--- src/rtl/traj_link_pkg.sv ---
// Shared types and constants for the trajectory calculator host link.
// State encoding, field select codes and uio bit positions.
package traj_link_pkg;

    typedef enum logic [3:0] {
        IDLE,
        WR_VEL,
        WR_ANG,
        WR_GO,
        WAIT_HI,
        ACK_HI,
        WAIT_LO,
        ACK_LO,
        DONE,
        ABORT
    } state_t;

    localparam logic [1:0] SEL_VEL = 2'b01;
    localparam logic [1:0] SEL_ANG = 2'b10;
    localparam logic [1:0] SEL_GO  = 2'b11;

    localparam int UIO_STROBE     = 0;
    localparam int UIO_SEL_LSB    = 1;
    localparam int UIO_ACK        = 3;
    localparam int UIO_CALC_VALID = 4;

    function automatic logic is_wait(input state_t s);
        return (s == WAIT_HI) || (s == ACK_HI) ||
               (s == WAIT_LO) || (s == ACK_LO);
    endfunction

endpackage

--- src/rtl/traj_timeout_ctr.sv ---
// Wait-state cycle counter for the host link.
// Flags expiry on the last allowed cycle of a wait state.
module traj_timeout_ctr #(
    parameter int TIMEOUT_CYCLES = 1024
) (
    input  logic clk,
    input  logic rst_n,
    input  logic clear,
    input  logic enable,
    output logic expired
);

    localparam int W = $clog2(TIMEOUT_CYCLES + 1);
    localparam logic [W-1:0] LIMIT = W'(TIMEOUT_CYCLES - 1);

    logic [W-1:0] count;

    always_ff @(posedge clk or negedge rst_n) begin
        if (!rst_n) begin
            count <= '0;
        end else if (clear) begin
            count <= '0;
        end else if (enable && (count != LIMIT)) begin
            count <= count + 1'b1;
        end
    end

    assign expired = enable && (count == LIMIT);

endmodule

--- src/rtl/traj_host_driver.sv ---
// Host-side driver: writes velocity/angle/go to the calculator,
// then collects the two result bytes with 4-phase handshakes.
module traj_host_driver
    import traj_link_pkg::*;
#(
    parameter int TIMEOUT_CYCLES = 1024
) (
    input  logic        clk,
    input  logic        rst_n,
    input  logic        start,
    input  logic [7:0]  velocity,
    input  logic [7:0]  angle,
    output logic        ready,
    output logic        res_valid,
    output logic [15:0] range,
    output logic        timeout,
    output logic [7:0]  ui_in,
    output logic [7:0]  uio_in,
    input  logic [7:0]  uo_out,
    input  logic [7:0]  uio_out
);

    state_t     state, state_nx;
    logic       ph, ph_nx;
    logic [7:0] vel_q, ang_q, hi_q, lo_q;
    logic [7:0] ui_nx, uio_nx;
    logic       calc_valid;
    logic       ctr_clear, ctr_en, ctr_expired;
    logic       unused_status;

    assign calc_valid    = uio_out[UIO_CALC_VALID];
    assign unused_status = ^{uio_out[7:5], uio_out[3:0]};

    assign ctr_en    = is_wait(state);
    assign ctr_clear = is_wait(state_nx) && (state_nx != state);

    traj_timeout_ctr #(
        .TIMEOUT_CYCLES(TIMEOUT_CYCLES)
    ) u_ctr (
        .clk    (clk),
        .rst_n  (rst_n),
        .clear  (ctr_clear),
        .enable (ctr_en),
        .expired(ctr_expired)
    );

    always_ff @(posedge clk or negedge rst_n) begin
        if (!rst_n) begin
            state <= IDLE;
            ph    <= 1'b0;
        end else begin
            state <= state_nx;
            ph    <= ph_nx;
        end
    end

    // ph marks the second (strobe-low) cycle of each write
    always_comb begin
        state_nx = state;
        ph_nx    = 1'b0;
        unique case (state)
            IDLE:    if (start) state_nx = WR_VEL;
            WR_VEL: begin
                ph_nx = !ph;
                if (ph) state_nx = WR_ANG;
            end
            WR_ANG: begin
                ph_nx = !ph;
                if (ph) state_nx = WR_GO;
            end
            WR_GO: begin
                ph_nx = !ph;
                if (ph) state_nx = WAIT_HI;
            end
            WAIT_HI: begin
                if (calc_valid)       state_nx = ACK_HI;
                else if (ctr_expired) state_nx = ABORT;
            end
            ACK_HI: begin
                if (!calc_valid)      state_nx = WAIT_LO;
                else if (ctr_expired) state_nx = ABORT;
            end
            WAIT_LO: begin
                if (calc_valid)       state_nx = ACK_LO;
                else if (ctr_expired) state_nx = ABORT;
            end
            ACK_LO: begin
                if (!calc_valid)      state_nx = DONE;
                else if (ctr_expired) state_nx = ABORT;
            end
            DONE:    state_nx = IDLE;
            ABORT:   state_nx = IDLE;
            default: state_nx = IDLE;
        endcase
    end

    // link outputs are precomputed from the next state and registered
    always_comb begin
        ready     = (state == IDLE);
        res_valid = (state == DONE);
        timeout   = (state == ABORT);
        ui_nx     = '0;
        uio_nx    = '0;
        unique case (state_nx)
            WR_VEL: begin
                ui_nx = (state == IDLE) ? velocity : vel_q;
                uio_nx[UIO_SEL_LSB +: 2] = SEL_VEL;
                uio_nx[UIO_STROBE]       = !ph_nx;
            end
            WR_ANG: begin
                ui_nx = ang_q;
                uio_nx[UIO_SEL_LSB +: 2] = SEL_ANG;
                uio_nx[UIO_STROBE]       = !ph_nx;
            end
            WR_GO: begin
                uio_nx[UIO_SEL_LSB +: 2] = SEL_GO;
                uio_nx[UIO_STROBE]       = !ph_nx;
            end
            ACK_HI:  uio_nx[UIO_ACK] = 1'b1;
            ACK_LO:  uio_nx[UIO_ACK] = 1'b1;
            default: ;
        endcase
    end

    always_ff @(posedge clk or negedge rst_n) begin
        if (!rst_n) begin
            vel_q  <= '0;
            ang_q  <= '0;
            hi_q   <= '0;
            lo_q   <= '0;
            range  <= '0;
            ui_in  <= '0;
            uio_in <= '0;
        end else begin
            ui_in  <= ui_nx;
            uio_in <= uio_nx;
            if (state == IDLE && start) begin
                vel_q <= velocity;
                ang_q <= angle;
            end
            if (state == WAIT_HI && calc_valid) hi_q <= uo_out;
            if (state == WAIT_LO && calc_valid) lo_q <= uo_out;
            if (state_nx == DONE) range <= {hi_q, lo_q};
        end
    end

endmodule

--- config.mk ---
export PLATFORM = sky130hd
export DESIGN_NAME = traj_host_driver
export DESIGN_NICKNAME = d
export VERILOG_FILES = /design/src/rtl/traj_link_pkg.sv /design/src/rtl/traj_timeout_ctr.sv /design/src/rtl/traj_host_driver.sv
export SDC_FILE = /design/constraint.sdc
export NUM_CORES = 1
export LEC_CHECK = 0
export BUFFER_PORTS_ARGS = -buffer_cell sky130_fd_sc_hd__buf_2
export CAP_MARGIN = 20
export CORE_MARGIN = 2
export CORE_UTILIZATION = 40
export CTS_BUF_LIST = sky130_fd_sc_hd__clkbuf_16
export CTS_CLUSTER_DIAMETER = 40
export CTS_CLUSTER_SIZE = 14
export DETAILED_ROUTE_END_ITERATION = 16
export SETUP_SLACK_MARGIN = 0.1
export SYNTH_ARGS = -nofsm -noshare
export SYNTH_HDL_FRONTEND = slang
export SYNTH_HIERARCHICAL = 1
export SYNTH_SLANG_ARGS = --single-unit
--- constraint.sdc ---
create_clock -name clk -period 3.75 [get_ports clk]
set_input_delay 0.1875 -clock clk [delete_from_list [all_inputs] [get_ports clk]]
set_output_delay 0.1875 -clock clk [all_outputs]
set_load 0.005 [all_outputs]
==> flow_summary.ini <==
[sta]
final.setup.tns_ns = 0
fmax_mhz = 307
finalCriticalPeriod_ns = 3.25
setup_ws_ns = 0.496
fin_crit_sh = 0.868
slew_viol_final = 0
max_slew_margin = 0.351
worst_pin_slew_ns = 0.972
whs_ns = -0.000221
setup_violations = 0
rsz0062_at_grt = no
fin_skew_ns = 0.00577
hold_violations = 1

[worst_setup_path]
start_kind = register
reg2reg_to = u_ctr/count[3]$_DFFE_PN0P_
worstPathCellList = nand2b_1, inv_2, nand2_1, or3_1, nor3_1, o21ai_0, a32oi_1, o21a_1, nor2_1, mux2_1
cp.arrival_ns = 3.46
cpMaxStageDelayCell = nor3_1
r2r_cells = 10
r2r-start = state[3]$_DFF_PN0_
max_stage_delay_ns = 0.48
required_ns = 3.96
path_buf_inv = 1
critical-path-top-delay-family = simple AND/OR/NAND/NOR gates
path_max_fanout = 14
reg2reg_slack_ns = 0.50
cp-end-kind = register
worstSetupPathType = register to register

[yosys]
synth_warnings = 6
synth_top_area_cell = dfrtp_1
synthFlopType = dfrtp_1
synth_area_um2 = 3430
synth.avg_cell_area_um2 = 13.0
ys_ff_latch = 76
synth_edf_count = 0
yosysSeqAreaShare = 0.555
synth.area.top_cells = dfrtp_1 (56%), mux2_2 (13%), mux2_4 (4.4%), mux2i_1 (2.6%), o2bb2ai_1 (2.0%)
async_flop_share = 1.00
synth_top_area_share = 0.555
synthCells = 264
yosysMostFrequentCell = dfrtp_1
synth_commonest_cells = dfrtp_1 (76), mux2_2 (39), nor2_1 (15)
synthDistinctLibCells = 52

[clocking]
cts_tree = done
cts_root_buf = clkbuf_16
insertion_delay_ns = 0.32
clk_pin_slew_worst_paths_ns = 0.06
htree_num_levels = 3
holdBufCountCts = 0
cts_setup_buffers = 0
clkSinkCount = 76
cts_made_buffers = 9
clock_path_buffers = 2
cts_resized = 0

[grt]
grt_pass1_vias = 2166
grt_pass1_wl_mm = 10.5
antenna_found_initial = 0
grt_max_degree = 77
grt-ovfl-total = 0
grt_usage = 0.149

[place]
io_buffers = 58
gp_congestion = 0.816
dpl_worst_slack_ns = 0.538
hpwl_mm = 4.28

[detailed_routing]
viasPerCell = 5.18
ant_nets = 0
drt-pass1-iter-count = 4
routed-via-count = 2239
drtIter0Drc = 195
drt-total-wl_mm = 6.52
wl_per_cell_um = 15.1
drc = 0

[floorplan]
fp.dieArea_um2 = 9320
rows = 33
die_y_um = 96.5
core_area_um2 = 8260
io_pins = 70
initial_core_util = 0.415
die_x_um = 96.5

[run_status]
violations = negative hold slack
status = finished, violations left

[power]
p_leak_nw = 1.88
peakVddDrop_mv = 0.344
power_density_nw_per_um2 = 801

[layout]
layout-drive-gt1-share = 0.388
area_delta_synth_final_pct = 17.9
fin_nets = 358
antennaDiodeCount = 0

[min_path]
hold_path.class = primary input to asynchronous set/reset pin

[job]
max-cap-violations = 0
[worst register-to-register path: stages, from the launching register on]
cell      delay [ns]
dfrtp_1         0.46
nand2b_1        0.25
inv_2           0.18
nand2_1         0.11
or3_1           0.41
nor3_1          0.48
o21ai_0         0.20
a32oi_1         0.22
o21a_1          0.45
nor2_1          0.10
mux2_1          0.30
[layer usage]
| metal | GRT usage | vias to the layer above | wire (um) | share of wire |
|---|---|---|---|---|
| met3 | 0.0334 | 7 | 247 | 0.038 |
| met1 | 0.202 | 1122 | 3010 | 0.46 |
| li1 | - | 1066 | - | - |
| met4 | 0.0599 | 0 | 104 | 0.016 |
| met2 | 0.231 | 44 | 3160 | 0.48 |
| met5 | 0 | - | 0 | 0 |
[area by class of cell]
cell class                 count  area, um^2
clock inverter                 7        67.6
timing repair buffer          58         293
inverter                       6        22.5
sequential                    76        1900
multi-input combinational    171        1400
fill                         780        4220
tap                          105         131
clock buffer                   9         225
[placed cells by master, fill, tap and decap left out, types with 3 or more instances in the layout]
cell type	Yosys	final
clkbuf_16	0	9
dfrtp_1	76	76
o21ai_0	6	6
mux2i_1	9	9
conb_1	1	4
a21oi_1	10	10
nand2b_1	8	8
buf_2	2	57
mux2_4	10	10
o2bb2ai_1	8	8
nand4_1	3	3
nand3_1	5	5
nor3_1	6	6
nand2_1	6	6
nor2_1	15	15
nor2b_1	4	4
mux2_2	39	39
inv_1	5	5
[worst max path at each step]
stage | start | endpoint | slack (ns) | cells past startpoint
floorplan | state[3]$_DFF_PN0_ | u_ctr/count[3]$_DFFE_PN0P_ | 0.83 | 13
global placement | state[3]$_DFF_PN0_ | u_ctr/count[3]$_DFFE_PN0P_ | 0.58 | 10
detailed placement | state[3]$_DFF_PN0_ | u_ctr/count[3]$_DFFE_PN0P_ | 0.54 | 10
CTS | state[3]$_DFF_PN0_ | u_ctr/count[3]$_DFFE_PN0P_ | 0.52 | 10
global route | state[3]$_DFF_PN0_ | u_ctr/count[3]$_DFFE_PN0P_ | 0.20 | 10
finish | state[3]$_DFF_PN0_ | u_ctr/count[3]$_DFFE_PN0P_ | 0.50 | 10
[metrics by stage]
| stage | utilization | total power, W | cells | instance area, um^2 |
|---|---|---|---|---|
| 6_report | 0.489 | 0.00324 | 432 | 4040 |
| 5_1_grt | 0.489 | 0.00345 | 432 | 4040 |
| 4_1_cts | 0.489 | 0.00327 | 432 | 4040 |
| 3_5_place_dp | 0.454 | 0.00242 | 416 | 3750 |
| 3_3_place_gp | 0.454 | 0.00239 | 416 | 3750 |
| 2_1_floorplan | - | 0.00214 | 267 | 3440 |
[logic make-up after synthesis]
group,after synthesis,synth area share
fa+ha+maj,1,0.00365
flops,76,0.555
compound gates,41,0.0825
xor+xnor,2,0.00511
other cells,1,0.00109
simple gates,63,0.108
mux,60,0.205
buf+inv,20,0.0398
[sequential cells by signal, summed over array words and instances (netlist names)]
signal	flops
state	4
ang_q	8
uio_in	4
ui_in	8
hi_q	8
range	16
u_ctr/count	11
ph	1
vel_q	8
lo_q	8
[where the power goes]
group	switching [W]	internal, W
logic	0.000470	0.000559
registers	0.000209	0.00116
clock network	0.000329	0.000511
total	0.00101	0.00223
No activity file was read; power rests on OpenSTA's default activity.
